===== src/rtl/imm_encoder.sv =====
// RV32 immediate encoder: the inverse of decode-stage immediate extraction.
// S1 masks the base word, packs the immediate bits into their instruction
// positions and range-checks the value. S2 merges them and drives the outputs.
// A saturating counter tallies errored words as they are delivered.
module imm_encoder #(
    parameter int CNT_W = 16
) (
    input  logic             clk,
    input  logic             rst,
    input  logic             in_valid,
    output logic             in_ready,
    input  logic [31:0]      in_imm,
    input  logic [2:0]       in_imm_type,
    input  logic [31:0]      in_base,
    output logic             out_valid,
    input  logic             out_ready,
    output logic [31:0]      out_instr,
    output logic             out_err,
    output logic [CNT_W-1:0] err_count
);

    localparam logic [2:0] TYPE_NONE = 3'b000;
    localparam logic [2:0] TYPE_I    = 3'b001;
    localparam logic [2:0] TYPE_S    = 3'b010;
    localparam logic [2:0] TYPE_B    = 3'b011;
    localparam logic [2:0] TYPE_J    = 3'b100;
    localparam logic [2:0] TYPE_U    = 3'b101;

    logic        ext_err;
    logic [31:0] ext_mask;
    logic [31:0] ext_imm;

    logic        s1_valid;
    logic        s1_err;
    logic [31:0] s1_base;
    logic [31:0] s1_imm;
    logic        s1_ready;

    logic        s2_valid;
    logic        s2_err;
    logic [31:0] s2_instr;
    logic        s2_ready;

    logic [CNT_W-1:0] err_count_r;

    // Ready propagates backwards combinationally so a full pipe still streams
    // one word per cycle when the consumer is ready.
    assign s2_ready = !s2_valid || out_ready;
    assign s1_ready = !s1_valid || s2_ready;
    assign in_ready = s1_ready;

    // Per-type immediate field placement, base-word mask and range check.
    // Out-of-range values are still packed from their low bits.
    always_comb begin
        ext_mask = 32'h0000_0000;
        ext_imm  = 32'h0000_0000;
        ext_err  = 1'b0;
        case (in_imm_type)
            TYPE_NONE: begin
                ext_mask = 32'h0000_0000;
                ext_imm  = 32'h0000_0000;
                ext_err  = 1'b0;
            end
            TYPE_I: begin
                ext_mask = 32'hFFF0_0000;
                ext_imm  = {in_imm[11:0], 20'b0};
                ext_err  = !((&in_imm[31:11]) || !(|in_imm[31:11]));
            end
            TYPE_S: begin
                ext_mask = 32'hFE00_0F80;
                ext_imm  = {in_imm[11:5], 13'b0, in_imm[4:0], 7'b0};
                ext_err  = !((&in_imm[31:11]) || !(|in_imm[31:11]));
            end
            TYPE_B: begin
                ext_mask = 32'hFE00_0F80;
                ext_imm  = {in_imm[12], in_imm[10:5], 13'b0, in_imm[4:1], in_imm[11], 7'b0};
                ext_err  = !((&in_imm[31:12]) || !(|in_imm[31:12])) || in_imm[0];
            end
            TYPE_J: begin
                ext_mask = 32'hFFFF_F000;
                ext_imm  = {in_imm[20], in_imm[10:1], in_imm[11], in_imm[19:12], 12'b0};
                ext_err  = !((&in_imm[31:20]) || !(|in_imm[31:20])) || in_imm[0];
            end
            TYPE_U: begin
                ext_mask = 32'hFFFF_F000;
                ext_imm  = {in_imm[31:12], 12'b0};
                ext_err  = |in_imm[11:0];
            end
            default: begin
                // Reserved type codes pass the base through but are flagged.
                ext_mask = 32'h0000_0000;
                ext_imm  = 32'h0000_0000;
                ext_err  = 1'b1;
            end
        endcase
    end

    // Stage 1: capture masked base, packed immediate and error flag.
    always_ff @(posedge clk) begin
        if (rst) begin
            s1_valid <= 1'b0;
            s1_err   <= 1'b0;
            s1_base  <= 32'h0000_0000;
            s1_imm   <= 32'h0000_0000;
        end else if (s1_ready) begin
            s1_valid <= in_valid;
            if (in_valid) begin
                s1_err  <= ext_err;
                s1_base <= in_base & ~ext_mask;
                s1_imm  <= ext_imm;
            end
        end
    end

    // Stage 2: merge into the final word; holds while the consumer stalls.
    always_ff @(posedge clk) begin
        if (rst) begin
            s2_valid <= 1'b0;
            s2_err   <= 1'b0;
            s2_instr <= 32'h0000_0000;
        end else if (s2_ready) begin
            s2_valid <= s1_valid;
            if (s1_valid) begin
                s2_err   <= s1_err;
                s2_instr <= s1_base | s1_imm;
            end
        end
    end

    // Count errored words on delivery; sticks at all-ones.
    always_ff @(posedge clk) begin
        if (rst) begin
            err_count_r <= '0;
        end else if (s2_valid && out_ready && s2_err && (err_count_r != '1)) begin
            err_count_r <= err_count_r + CNT_W'(1);
        end
    end

    assign out_valid = s2_valid;
    assign out_instr = s2_instr;
    assign out_err   = s2_err;
    assign err_count = err_count_r;

endmodule


===== config.mk =====
export PLATFORM = sky130hd
export DESIGN_NAME = imm_encoder
export DESIGN_NICKNAME = d
export VERILOG_FILES = /design/src/rtl/imm_encoder.sv
export SDC_FILE = /design/constraint.sdc
export NUM_CORES = 1
export LEC_CHECK = 0
export BUFFER_PORTS_ARGS = -buffer_cell sky130_fd_sc_hd__buf_2
export CORE_MARGIN = 4
export CORE_UTILIZATION = 34
export CTS_BUF_LIST = sky130_fd_sc_hd__clkbuf_4
export DETAILED_ROUTE_END_ITERATION = 16
export PLACE_DENSITY_LB_ADDON = 0.05
export SETUP_SLACK_MARGIN = 0.05
export SKIP_CTS_REPAIR_TIMING = 1
export SYNTH_ARGS = -nofsm -noshare
export SYNTH_HDL_FRONTEND = slang
export SYNTH_SLANG_ARGS = --single-unit

===== constraint.sdc =====
create_clock -name clk -period 4.46 [get_ports clk]
set_input_delay 1.115 -clock clk [delete_from_list [all_inputs] [get_ports clk]]
set_output_delay 1.115 -clock clk [all_outputs]
set_load 0.02 [all_outputs]

==> results of run 1 <==
[power by group]
| part | switching (mW) | internal [mW] |
|---|---|---|
| clock | 0.319 | 0.229 |
| combinational | 0.155 | 0.0907 |
| sequential | 0.0216 | 1.02 |
| total | 0.496 | 1.34 |
[worst paths after layout]
check	from	endpoint
setup / recovery	out_ready	in_ready
hold reg to reg	s1_base[14]	s1_base[14]
setup reg to reg	err_count[0]	err_count[11]
hold / removal	s1_base[14]	s1_base[14]
[stage by stage]
stage	util (%)	cell area [um2]
3_3_place_gp	40.7	5230
2_1_floorplan	-	4510
3_5_place_dp	40.7	5230
4_1_cts	41.9	5380
6_report	41.9	5380
5_1_grt	41.9	5380
[logic make-up (layout without fill, tap and decap cells)]
| family | Yosys count | in the layout | synth area share [%] |
|---|---|---|---|
| AOI/OAI and AO/OA | 97 | 97 | 13.5 |
| xor gates and xnor gates | 14 | 14 | 2.72 |
| adders and majority gates | 1 | 1 | 0.277 |
| buffers and inverters | 44 | 147 | 3.72 |
| DFF | 109 | 109 | 48.4 |
| muxes | 13 | 13 | 3.16 |
| and+or+nand+nor | 280 | 280 | 28.3 |
[routing by layer]
layer  track usage (%)  vias up  wire [um]
li1                  -     2156          -
met1              22.3     1994       5820
met2              28.0      104       6280
met3              2.97       18        679
met4              7.13        0        283
met5                 0        -          0
[flip-flops by register name (all words and copies together) (netlist names)]
register and flops:
err_count 16, s1_base 32, s1_valid 1, out_err 1, s1_err 1, out_valid 1, out_instr 32, s1_imm 25
[layout by cell type, fill, tap and decap left out, types with 6 or more instances in the layout]
cell	instances
a221oi_1	6
buf_4	6
o21ai_1	7
nor4_1	11
a22oi_1	18
xor2_1	12
nand3_1	34
a21oi_1	47
nand2_1	66
nor2_1	80
nor3_1	62
clkbuf_4	10
dfxtp_1	109
nand4_1	7
mux2_2	9
buf_2	120
[worst register-to-register path: cells and delay by family, from the launching register on]
kind / cells / cell delay [ns]
AO/OA/AOI/OAI: 1 / 0.35
adder cells (fa/ha/maj): 1 / 0.22
multiplexers: 1 / 0.31
flip-flops: 1 / 0.42
AND/OR/NAND/NOR: 3 / 1.03
[layout make-up]
cell class,count,area share (%)
Timing Repair Buffer,126,12.0
Clock buffer,10,1.40
Tap cell,172,4.00
Multi-Input combinational cell,405,40.2
Sequential cell,109,40.6
Clock inverter,6,1.44
Inverter,5,0.349
==> reports/summary.txt, run 1 <==
status: finished clean
CTS tree: done
largest net degree at the start of global routing: 77
multi-input logic area: 2160 um2
dpl ws: 1.56 ns
CP Launch Type: input pin
YS warnings: 0
Async S/R FF share, synth: 0%
vias per inst: 5.13
Pins Over Slew Limit: 0
Fmax achieved: 355 MHz
Setup-failing EPs final: 0
Worst VDD drop: 0.000146 V
row count: 41
Final nets: 728
most frequent CP cell: buf_2
Lkg Pwr: 2.19 nW
sequential-to-total area share from yosys stat: 48.4%
top_reg_cell synth: dfxtp_1
Filler cells: 1394
1st-pass router iterations: 4
Synth cell types: 43
Cells after Synth: 558
Layout area overhead: 19.2%
Mean Syn Cell Area: 8.08 um2
Final Power: 1.83 mW
# IOs: 122
power density cells: 341 nW/um2
GRT overflow: 0
Critical Path RT: 3.35 ns
drt drc: 0
ant diodes: 0
CP bufs+invs: 2
top cells by count, synth: 109 x dfxtp_1, 80 x nor2_1, 67 x nand2_1
R2R cell count: 6
Layout Cells excl Fill: 833
Synth area leader: dfxtp_1
top-area cell type share of the netlist area: 48.4%
CTS Buf Count: 9
placed cells: 817
GRT Total Usage: 17.1%
Setup CP Type: input pin to output pin
Setup crit end kind: output pin
EDFF count, synth: 0
WL/cell: 15.7 um
crit path max fanout: 5
initial antenna violation count: 0
synthesized area: 4510 um2
relative slew slack: 39.5%
Via Count: 4272
Area contributors post-synth: dfxtp_1 48%, nor3_1 6.9%, nor2_1 6.7%, nand2_1 5.6%, a21oi_1 5.2%
chip width: 123 um
crit-path cells: buf_2 > nand3b_1 > buf_2
CP Depth: 3
clock tree root buffer cell: clkbuf_4
first-pass GRT wire length: 20.4 mm
max_cap viols: 0
setup TNS: 0 ns
CTS Buffer Depth: 2
worst setup skew after layout: 0.0111 ns
H-tree lvl count: 3
Clk pin slew, worst setup/hold paths: 0.15 ns
1st-iter DRT viols: 319
die height: 123 um
Core ar.: 12800 um2
Hold Path Stages: 2
die area: 15200 um2
vias in the first global route: 4041
final WL: 13.1 mm
Fin. Hold Viols: 0
Detail Placement HPWL: 9.12 mm
r2r setup slk: 2.06 ns
Initial Util: 35.2%
RSZ-0062 raised after global routing: no
ratio of cells with drive above 1 in the final layout: 23.1%
Top Family by Delay on Critical Path: buffers and inverters
synthesized flop and latch total: 109
Setup WS post-layout: 1.64 ns
post-layout min period: 2.82 ns
Tcrit/Tclk final: 63.1%
worst slew pin tran: 0.904 ns
# port buffers: 121
antenna viol nets, final: 0
Worst path slowest cell: nand3b_1
clk_lat worst skew: 0.47 ns
Hold Crit Class: flip-flop to flip-flop
most common cell in the netlist: dfxtp_1
CTS sink cnt: 109
Fin Hold WS: 0.462 ns
Sequential cell area: 2180 um2
GP Congestion: 0.836
worst path arrival time: 1.70 ns
Syn Nets: 630
max incr delay on CP: 0.25 ns
Note: power is estimated with default switching activity, not from simulation.
==> inputs of run 2 (changes only) <==
- clock period: 4.46 -> 2.7 ns (I/O delays scaled with it)
==> run 2 against run 1 <==
  * Global-route usage grew 0.35 points
  * Cell area grew 1.7%
  * Total power grew 72%
  * Largest power group unchanged
  * Highest routed layer unchanged
==> reports/summary.txt, run 2 (synthesis gave the netlist of run 1 again) <==
status: finished clean
die area: 15200 um2
Filler cells: 1371
Net Switching: 0.818 mW
Via Count: 4323
Initial Util: 35.2%
Sequential cell area: 2180 um2
ant diodes: 0
Layout Cells excl Fill: 838
Critical R2R Launch: err_count[0]
vias per inst: 5.16
placed cells: 822
worst path arrival time: 2.68 ns
crit path max fanout: 11
Worst Setup SP: err_count[0]
Logic pwr share: 13.2%
Clock power frac: 32.2%
antenna viol nets, final: 0
Clk pin slew, worst setup/hold paths: 0.16 ns
Core ar.: 12800 um2
initial antenna violation count: 0
CTS sink cnt: 109
Lkg Pwr: 2.23 nW
chip width: 123 um
largest net degree at the start of global routing: 49
die height: 123 um
Switching Fraction: 26.0%
Hold Path Stages: 3
power density cells: 575 nW/um2
GRT overflow: 0
relative slew slack: 62.5%
Hold Crit Class: input pin to flip-flop
1st-pass router iterations: 4
commonest cells after routing, fill and taps aside: 120 x buf_2, 109 x dfxtp_1, 80 x nor2_1
Tcrit/Tclk final: 85.5%
final core occ: 42.6%
first-pass GRT wire length: 20.6 mm
GRT Total Usage: 17.5%
Detail Placement HPWL: 9.29 mm
Pins Over Slew Limit: 0
WL/cell: 15.6 um
CP Launch Type: flip-flop
row count: 41
# port buffers: 121
Seq pwr share: 54.6%
Setup CP Type: flip-flop to flip-flop
H-tree lvl count: 3
worst slew pin tran: 0.560 ns
# IOs: 122
Setup-failing EPs final: 0
most common cell after layout, fill and taps aside: buf_2
ratio of cells with drive above 1 in the final layout: 23.9%
Worst VDD drop: 0.000204 V
RSZ-0062 raised after global routing: no
clock tree root buffer cell: clkbuf_4
Internal: 2.32 mW
drt drc: 0
Final nets: 733
Fin. Hold Viols: 0
multi-input logic area: 2160 um2
post-layout min period: 2.31 ns
min-delay src: in_base[3]
CTS Buffer Depth: 2
Setup crit end kind: flip-flop
final WL: 13.1 mm
R2R cell count: 6
Critical Path RT: 3.07 ns
vias in the first global route: 4112
1st-iter DRT viols: 231
clk_lat worst skew: 0.47 ns
GP Congestion: 0.811
CTS tree: done
setup TNS: 0 ns
Fmax achieved: 433 MHz
CTS Buf Count: 9
worst setup skew after layout: 0.0105 ns
max_cap viols: 0
Layout area overhead: 21.2%
Final Power: 3.14 mW
-- run 2: worst max-delay path: stages (launching register included) --
cell and delay [ns]:
dfxtp_1 0.42, ha_1 0.22, nand2_1 0.12, or4_1 0.73, o21ai_2 0.31, nor4b_1 0.10, mux2_1 0.32
-- run 2: power groups by stage --
stage	clock network, mW	registers (mW)	logic, mW
2_1_floorplan	0	1.78	0.212
3_3_place_gp	0	1.75	0.417
3_5_place_dp	0	1.75	0.419
4_1_cts	1.05	1.72	0.421
5_1_grt	1.10	1.73	0.465
6_report	1.01	1.72	0.415
-- run 2: layout make-up --
class	instances	share of cell area (%)
clock inverter	5	1.81
tap	172	3.94
timing repair buffer	131	12.9
sequential	109	39.9
clock buffer	11	1.51
multi-input combinational	405	39.6
inverter	5	0.343
-- run 2: metrics by stage --
stage,setup slack (ns),area [um2],hold WS [ns]
floorplan,0.572,4510,0.432
global placement,0.496,5290,0.440
detailed placement,0.422,5290,0.444
CTS,0.398,5470,0.380
global route,0.207,5470,0.396
finish,0.393,5470,0.431
-- run 2: final timing paths --
check	endpoint	slack, ns
setup / recovery	err_count[11]	0.39
hold reg to reg	s1_base[14]	0.46
setup reg to reg	err_count[11]	0.39
hold / removal	s1_base[3]	0.43
-- run 2: per-layer routing --
layer / vias up / share of wire [%] / track usage, %
met5: - / 0 / 0
met4: 0 / 2.0 / 6.71
met3: 19 / 4.6 / 2.97
met2: 119 / 49 / 29.8
met1: 2015 / 44 / 22.0
li1: 2170 / - / -
